**src/rtl/itrx_aib_phy_rst_seq.sv**
```systemverilog
// itrx_aib_phy_rst_seq: staged TX/RX reset release for one AIB channel, gated on config and partner ready
module itrx_aib_phy_rst_seq #(
  parameter int CNT_W  = 8,
  parameter int TX_DLY = 16,
  parameter int RX_DLY = 16
) (
  input  logic       clk,
  input  logic       rst_n,
  input  logic       scan_mode,
  input  logic       conf_done,
  input  logic       sw_rst_req,
  input  logic       remote_rdy,
  output logic       tx_rst_n,
  output logic       rx_rst_n,
  output logic       link_up,
  output logic [2:0] seq_state
);
  typedef enum logic [2:0] {
    IDLE     = 3'd0,
    TX_WAIT  = 3'd1,
    WAIT_REM = 3'd2,
    RX_WAIT  = 3'd3,
    LINK     = 3'd4
  } state_t;
  localparam logic [CNT_W-1:0] TX_T = CNT_W'(TX_DLY - 1);
  localparam logic [CNT_W-1:0] RX_T = CNT_W'(RX_DLY - 1);
  state_t           r_state, w_nxt;
  logic [CNT_W-1:0] r_cnt;
  logic [1:0]       r_sync;
  logic             r_tx, r_rx, r_link;
  logic             w_rdy;
  assign w_rdy = r_sync[1];
  always_comb begin
    w_nxt = IDLE;
    if (!conf_done && r_state != IDLE) w_nxt = IDLE;
    else if (sw_rst_req) w_nxt = IDLE;
    else if (!w_rdy && (r_state == RX_WAIT || r_state == LINK)) w_nxt = WAIT_REM;
    else
      case (r_state)
        IDLE:     w_nxt = conf_done ? TX_WAIT : IDLE;
        TX_WAIT:  w_nxt = (r_cnt == TX_T) ? WAIT_REM : TX_WAIT;
        WAIT_REM: w_nxt = w_rdy ? RX_WAIT : WAIT_REM;
        RX_WAIT:  w_nxt = (r_cnt == RX_T) ? LINK : RX_WAIT;
        LINK:     w_nxt = LINK;
        default:  w_nxt = IDLE;
      endcase
  end
  // outputs are decoded from the next state so they change on the transition edge
  always_ff @(posedge clk or negedge rst_n) begin
    if (!rst_n) begin
      r_state <= IDLE;
      r_cnt   <= '0;
      r_sync  <= '0;
      r_tx    <= 1'b0;
      r_rx    <= 1'b0;
      r_link  <= 1'b0;
    end else begin
      r_state <= w_nxt;
      r_cnt   <= (w_nxt == r_state && (r_state == TX_WAIT || r_state == RX_WAIT)) ? r_cnt + 1'b1 : '0;
      r_sync  <= {r_sync[0], remote_rdy};
      r_tx    <= (w_nxt == WAIT_REM || w_nxt == RX_WAIT || w_nxt == LINK);
      r_rx    <= (w_nxt == LINK);
      r_link  <= (w_nxt == LINK);
    end
  end
  assign tx_rst_n  = scan_mode ? rst_n : r_tx;
  assign rx_rst_n  = scan_mode ? rst_n : r_rx;
  assign link_up   = r_link;
  assign seq_state = r_state;
endmodule

```
**config.mk**
```make
export PLATFORM = sky130hd
export DESIGN_NAME = itrx_aib_phy_rst_seq
export DESIGN_NICKNAME = d
export VERILOG_FILES = /design/src/rtl/itrx_aib_phy_rst_seq.sv
export SDC_FILE = /design/constraint.sdc
export NUM_CORES = 1
export LEC_CHECK = 0
export CELL_PAD_IN_SITES_DETAIL_PLACEMENT = 0
export CELL_PAD_IN_SITES_GLOBAL_PLACEMENT = 2
export CORE_ASPECT_RATIO = 1.5
export CORE_UTILIZATION = 32
export CTS_CLUSTER_DIAMETER = 150
export CTS_CLUSTER_SIZE = 14
export DETAILED_ROUTE_END_ITERATION = 16
export PLACE_DENSITY = 0.75
export SYNTH_ARGS = -nofsm -noshare
export SYNTH_HDL_FRONTEND = slang
export SYNTH_SLANG_ARGS = --single-unit
```
**constraint.sdc**
```tcl
create_clock -name clk -period 1.8 [get_ports clk]
set_clock_uncertainty 0.15 [all_clocks]
set_input_delay 0.27 -clock clk [delete_from_list [all_inputs] [get_ports clk]]
set_output_delay 0.27 -clock clk [all_outputs]
set_load 0.05 [all_outputs]
```
==> results summary, run 1 <==
The total power after layout is a little over 0.6 mW. The upper clock frequency limit came out at 0.590 GHz. The count of TritonRoute iterations in the first routing pass came out at 4.

The number of top-level design ports came out at 12. At the worst endpoint, the required time is 1880 ps. At the worst endpoint, the arrival time is 1770 ps. The post-synth design cell area came out at 757 um^2. The net count reported at finish came out at 95.

The launch point of the worst path is r_cnt[5]. The DRC marker count from the first detailed-route iteration is 11. The reg-to-reg critical path startpoint is r_cnt[5]. The met1 wire length came out at 668 um. The critical path in this run is classified as flip-flop to flip-flop. The library cell used as clock root buffer is sky130_fd_sc_hd__clkbuf_4. The total nets after synthesis is between 70 and 80. Excluding fillers, the count of instances in the completed layout stands at between 100 and 150. For the final routed database, the setup TNS stands at 0 ps. The worst hold path class is flip-flop to flip-flop. Yosys attributes the largest share of cell area to sky130_fd_sc_hd__dfrtp_1 (50%), sky130_fd_sc_hd__nor4_1 (6.6%), sky130_fd_sc_hd__xnor2_1 (3.5%). The summed area of non-filler cells in the final layout came out at 960 um^2.

TritonCTS built the clock tree. The wire length of the first global-routing pass is 2.80 mm. In this run the post-CTS setup repair buffer count came out at 0. The routed length per instance came out at ~15 um. The topmost layer with routed signal wires is met4. Measured on the finished design, the core utilization comes to 0.430.

The cell taking the most area after synthesis is sky130_fd_sc_hd__dfrtp_1. Detailed routing placed a total of 54 um of wire on met3. The worst-case setup slack after placement is -72.9 ps.

After detailed routing, the number of remaining DRC violations is 0. The maximum number of pins on one net before global-route repair is 16. The die covers 2570 um^2. The via count of the first global-routing pass is 625. The endpoint of the worst-slack reg-to-reg timing path is r_tx. The final antenna-violating net count is 0. The count of max-cap constraint violations is 0. Across all layers, the routed design uses 595 vias. The headroom to the max-slew limit came out at 0.762. The ratio of final minimum period to clock period came out at 0.941. In the routed layout, each cell is associated on average with a via count of ~5.4.

The leakage power figure is 0.395 nW. The clock slew at the register clock pins of the worst setup and hold paths came out at 90 ps. The number of antenna violations at the first check in global routing came to 0. In this run the mean area of a mapped cell was 10.7 um^2. After detailed placement, the design holds a cell count of approximately 110. The flow ran to the end, and the final reports show no timing, DRC or antenna violations. The hold-critical path depth is 0.

The number of sinks driven by the clock tree is 15. Buffers placed on the I/O ports in this run total 11. The startpoint identified for the worst hold timing path is r_sync[0].

The worst hold path terminates at r_sync[1]. The total detailed-routing wirelength is 1.60 mm. The most used flip-flop cell after synthesis is sky130_fd_sc_hd__dfrtp_1. The quantity of hold-fixing buffers added after cts came out at 0.

The hold violation count in the final report came out at 0. The power per cell area came out at roughly 650 nW/um^2. The sequential area share after synthesis came out at 0.496.

The number of buffers on the longest clock path is 2. The max-slew violation count came out at 0. The region available for standard cell placement spans approximately 2200 um^2.

The antenna diode count came out at 0. The overall fraction of global-route tracks in use is 0.152. Along the worst path, the maximum fanout reaches 4. The transition time at the pin with the least slew margin is 357 ps. The maximum ir drop on the vdd rail came out at 0.000444 V. The netlist uses 27 different library cells. The count of synthesis-stage warnings from yosys came out at 0. The worst register-to-register path has a setup slack of 110 ps. The count of final setup violators came out at 0. The share of layout cells above drive strength 1 came out at 0.230. The post-placement cell area is about 920 um^2. STA classifies the critical path endpoint as a flip-flop. The number of placement rows came out at 21. The die is 61.6 um tall.

The routability-driven placement congestion ratio is just under 0.8. Setup repair after global routing left no endpoint under its margin. In this run, CTS created clock tree buffers numbering 3. For this configuration, the core starts out at a cell density of 0.339.

The HPWL after detailed placement is about 1.1 mm. The number of levels the H-tree was split into is 1. The minimum period implied by the final worst setup slack came out at 1690 ps. The worst slack on hold paths came out at 208 ps. The synthesized flop and latch total came out at 15.

The sum of overflow across all layers after global routing is 0. The met2 wire length came out at around 860 um. The number of cell instances on the worst register-to-register path is 4. Compared with the post-synthesis result, the final layout area differs by 26.8%. The proportion of register bits with asynchronous set or reset after synthesis came out at 1.00. The synthesized design contains 0 enable-type register cells. The cell count after synthesis came out at 71. The sort of element at the start of the critical path is a flip-flop. The insertion delay of the later-clocked pin in the worst-skew pair came out at 280 ps. The worst path setup slack after routing is about 110 ps.

The post-cts sizing count came out at 0. Of the post-synthesis cell area, the dominant cell type holds 0.496. The overall die width is 41.7 um.
critical path: stages (launching register included):
cell and delay (ps):
sky130_fd_sc_hd__dfrtp_1 450, sky130_fd_sc_hd__nor4b_4 370, sky130_fd_sc_hd__nand3_1 150, sky130_fd_sc_hd__a221oi_1 360, sky130_fd_sc_hd__or2_1 160
cells by family (layout without fill, tap and decap cells):
logic type                 count (synthesis)  after routing  synth area share
and+or+nand+nor                           31             31             0.268
DFF                                       15             15             0.496
AOI/OAI and AO/OA                         11             11             0.114
buffers and inverters                      7             23            0.0364
xor gates and xnor gates                   6              6            0.0694
adders and majority gates                  1              1            0.0165
area by class of cell:
class | count | area [um^2]
clock inverter | 1 | 5.00
fill | 236 | 1270
clock buffer | 3 | 22.5
sequential | 15 | 378
timing repair buffer | 13 | 135
multi-input combinational | 49 | 368
inverter | 6 | 22.5
tap | 23 | 28.8
routing by layer:
layer  GRT usage  up-vias
li1            -      294
met1       0.159      288
met2       0.288       11
met3      0.0264        2
met4      0.0829        0
met5           0        -
placed cells by master, fill, tap and decap left out, drive strengths merged, types with 3 or more instances in the layout:
master and n:
clkdlybuf4s50 5, dfrtp 15, a21o 3, clkbuf 3, nand2b 3, xor2 3, buf 8, nand3 3
nor4 8, nand2 4, inv 5, xnor2 3
worst max path at each step:
stage / to / cells after the start
final: r_tx / 4
after CTS: r_tx / 5
after floorplan: rx_rst_n / 2
after global placement: r_cnt[7] / 5
after detailed placement: r_cnt[7] / 5
after global routing: r_tx / 4
sequential cells by signal, summed over array words and instances (netlist names):
register and cells:
link_up 1, seq_state 3, r_tx 1, r_cnt 8
r_sync 2
cells in the mapped netlist, types with 2 or more instances:
master                     number
sky130_fd_sc_hd__xor2_1         3
sky130_fd_sc_hd__inv_1          5
sky130_fd_sc_hd__dfrtp_1       15
sky130_fd_sc_hd__o21ai_0        2
sky130_fd_sc_hd__nor4_1         8
sky130_fd_sc_hd__nand3_1        3
sky130_fd_sc_hd__xnor2_1        3
sky130_fd_sc_hd__nor2_1         2
sky130_fd_sc_hd__a31oi_1        2
sky130_fd_sc_hd__nand2b_1       3
sky130_fd_sc_hd__a21o_1         3
sky130_fd_sc_hd__nand4_1        2
sky130_fd_sc_hd__nand2_1        4
sky130_fd_sc_hd__a221oi_1       2
sky130_fd_sc_hd__and3_1         2
power by group:
part | switching [mW] | internal (mW) | leakage [nW]
Combinational | 0.0533 | 0.0368 | 0.177
Clock | 0.102 | 0.0825 | 0.0177
Sequential | 0.00673 | 0.342 | 0.200
(Power assumes the default switching activity.)
==> run 2, diff against run 1 <==
--- a/config.mk
+++ b/config.mk
@@ -13,6 +13,7 @@
 export CTS_CLUSTER_SIZE = 14
 export DETAILED_ROUTE_END_ITERATION = 16
 export PLACE_DENSITY = 0.75
+export SLEW_MARGIN = 30
 export SYNTH_ARGS = -nofsm -noshare
 export SYNTH_HDL_FRONTEND = slang
 export SYNTH_SLANG_ARGS = --single-unit
==> results of run 2 <==
Same layout as run 1: the final DEF is identical, and so are final timing and power.
==> run 3, diff against run 2 <==
--- a/config.mk
+++ b/config.mk
@@ -5,6 +5,7 @@
 export SDC_FILE = /design/constraint.sdc
 export NUM_CORES = 1
 export LEC_CHECK = 0
+export CAP_MARGIN = 20
 export CELL_PAD_IN_SITES_DETAIL_PLACEMENT = 0
 export CELL_PAD_IN_SITES_GLOBAL_PLACEMENT = 2
 export CORE_ASPECT_RATIO = 1.5
==> constraint.sdc (replaced) <==
create_clock -name clk -period 1.8 [get_ports clk]
set_clock_uncertainty 0.15 [all_clocks]
set_input_delay 0.27 -clock clk [delete_from_list [all_inputs] [get_ports clk]]
set_output_delay 0.27 -clock clk [all_outputs]
set_load 0.005 [all_outputs]
==> results summary, run 3 (same netlist as run 1, synthesis figures left out) <==
The overall die width is 41.7 um (unchanged). The met1 track demand over resource in global routing came out at 0.155 (-0.00428). The antenna diode count came to 0 (unchanged). The library cells used most frequently in the layout, excluding fill and tap cells, are sky130_fd_sc_hd__dfrtp_1 (13), sky130_fd_sc_hd__clkdlybuf4s50_1 (9), sky130_fd_sc_hd__nor4_1 (8), sky130_fd_sc_hd__inv_1 (5), sky130_fd_sc_hd__nand2_1 (4). The count of TritonRoute iterations in the first routing pass came to 4 (unchanged). The required time at the endpoint of the critical path came out at 1380 ps (-500 ps). The via count of the first global-routing pass is 616 (-1.4%).

The count of buffers added by post-CTS timing repair for setup is 0 (unchanged). The max-slew violation count came out at 0 (unchanged). The total detailed-routing wirelength is 1.57 mm (-1.7%). Walking the worst path, the cells encountered are clkdlybuf4s50_1. The total via count after detailed routing is 618 (+3.9%). The summed area of non-filler cells in the final layout came out at 947 um^2 (-1.3%). The overall fraction of global-route tracks in use was 0.141 (-0.0102). The data arrival time of the critical path came out at 1320 ps (-450 ps). The maximum ir drop on the vdd rail came out at 0.000428 V (-3.5%). The minimum period implied by the final worst setup slack came out at 1740 ps (+49.5 ps). The transition time at the pin with the least slew margin is 323 ps (-34.2 ps).

The net count reported at finish came to 96 (+1.1%). The wire length of the first global-routing pass is 2.62 mm (-6.4%). The routed length per instance is 14.2 um (-2.6%). The core area came out at 2230 um^2 (unchanged). The final antenna-violating net count was 0 (unchanged).

The starting utilization of the core area came to 0.339 (unchanged). The post-detailed-route DRC marker count is 0 (unchanged). The flip-flop count of the largest register after layout came out at 8 (unchanged). The leakage power figure was 0.391 nW (-1.1%). The insertion delay of the later-clocked pin in the worst-skew pair is 290 ps (about the same). The startpoint identified for the worst register-to-register timing path is r_cnt[0]. The total power after layout is 0.609 mW (-2.4%). The power per cell area came out at 643 nW/um^2 (-1.2%). STA classifies the critical path endpoint as an output port.

By startpoint and endpoint, the worst setup path is classified as flip-flop to output port. The CTS tree is done. The ratio of final minimum period to clock period came out at 0.968 (+0.0275). The clock slew at the register clock pins of the worst setup and hold paths is 90 ps (about the same). The number of buffers added by the clock tree synthesis step is 3 (unchanged). The biggest fanout along the worst timing path is 8 (+4). The number of buffers on the longest clock path is 2 (unchanged). The area of the die was 2570 um^2 (unchanged). The worst slack on hold paths is 212 ps (+3.51 ps). The register with the most flip-flops in the final layout is r_cnt.

The buffer and inverter count on the worst path is 1 (+1). The maximum number of pins on one net before global-route repair was 16 (unchanged). The number of placement rows is 21 (unchanged).

The HPWL after detailed placement came out at 1.14 mm (about the same). Tracing the worst setup path back leads to its startpoint at seq_state[2]. The post-placement cell area came to 913 um^2 (-0.41%). The met3 layer usage reported by global route is 0.0205 (-0.00587).

The worst setup path is launched from a flip-flop. The port buffer count is 11 (unchanged). The sum of overflow across all layers after global routing is 0 (unchanged). The met2 track demand over resource in global routing is 0.241 (-0.0469). The count of max-cap constraint violations is 0 (unchanged). The routed via count divided by cell count came out at 5.57 (+2.9%).

The number of levels the H-tree was split into came out at 1 (unchanged). The most heavily used metal layer in global routing is met2. The worst hold path class is primary input to async pin.

The cell type of the slowest stage on the worst timing path is sky130_fd_sc_hd__clkdlybuf4s50_1. The number of top-level design ports came out at 12 (unchanged). The share of layout cells above drive strength 1 came to 0.159 (-0.0708). The area growth from synthesis to layout is 25.1%.

The number of sinks driven by the clock tree came out at 15 (unchanged). Setup repair after global routing left no endpoint under its margin. Leaving out fill and tap cells, the most frequent cell in the layout is sky130_fd_sc_hd__dfrtp_1. The hold violation count in the final report is 0 (unchanged).

The DRC marker count from the first detailed-route iteration came to 7 (-4). CTS placed an instance of sky130_fd_sc_hd__clkbuf_4 at the clock tree root. The upper clock frequency limit came out at 0.574 GHz (-2.8%). The routability-driven placement congestion ratio is 0.700 (-11%). The flow ran to the end, and the final reports show no timing, DRC or antenna violations. The number of antenna violations at the first check in global routing came out at 0 (unchanged). The count of final setup violators is 0 (unchanged). The headroom to the max-slew limit is 0.784 (+0.0223). The overall die height is 61.6 um (unchanged). Broken down by cell family, the worst path's largest delay share belongs to buffers and inverters. The stage delay of the slowest cell on the critical path is 550 ps (+100 ps).
==> run 3: cell count changes in the layout (fill, tap and decap cells not counted), sizes merged <==
cell	delta
buf	-5
clkdlybuf4s50	+4
dlygate4sd2	+2
==> run 3: power breakdown <==
part | internal [mW] | switching [mW] | total, mW | leakage (nW)
sequential | 0.342 | 0.00687 | 0.349 | 0.200
combinational | 0.0309 | 0.0361 | 0.0671 | 0.173
clock | 0.0826 | 0.110 | 0.192 | 0.0177
==> run 3: area by class of cell <==
class | instances | area [um^2]
fill | 218 | 1290
sequential | 15 | 378
multi-input combinational | 49 | 360
timing repair buffer | 14 | 130
tap | 23 | 28.8
clock buffer | 3 | 22.5
inverter | 6 | 22.5
clock inverter | 1 | 5.00
==> run 3: final timing paths <==
path	endpoint	slack [ps]	cells past startpoint
setup / recovery	seq_state[2]	60	1
hold / removal	r_cnt[3]	210	2
setup reg to reg	r_tx	90	5
hold reg to reg	r_sync[1]	210	0
max in group asynchronous	seq_state[0]	1100	2
min in group clk	r_sync[1]	210	0
==> run 3: timing repair <==
| item | in CTS | in global routing |
|---|---|---|
| endpoints found under the setup margin | 2 | 11 |
| hold buffers | 0 | 0 |
| resized for setup | 2 | 4 |
| gates cloned | 0 | 0 |
| pin swaps | 0 | 1 |
==> run 3: metal layers <==
| layer | part of all wire | routed length, um | up-vias |
|---|---|---|---|
| met1 | 0.42 | 664 | 299 |
| met3 | 0.036 | 57 | 7 |
| met4 | 0.040 | 63 | 0 |
| met5 | 0 | 0 | - |
| met2 | 0.50 | 787 | 17 |
| li1 | - | - | 295 |
==> run 3: per-stage QoR <==
stage          utilization  instances  setup slack (ps)  setup TNS (ps)
5_1_grt              0.424        111              2.74               0
4_1_cts              0.420        111              29.9               0
2_1_floorplan            -         71               131               0
6_report             0.424        111              56.8               0
3_5_place_dp         0.409        107              -110            -699
3_3_place_gp         0.409        107             -73.8            -601
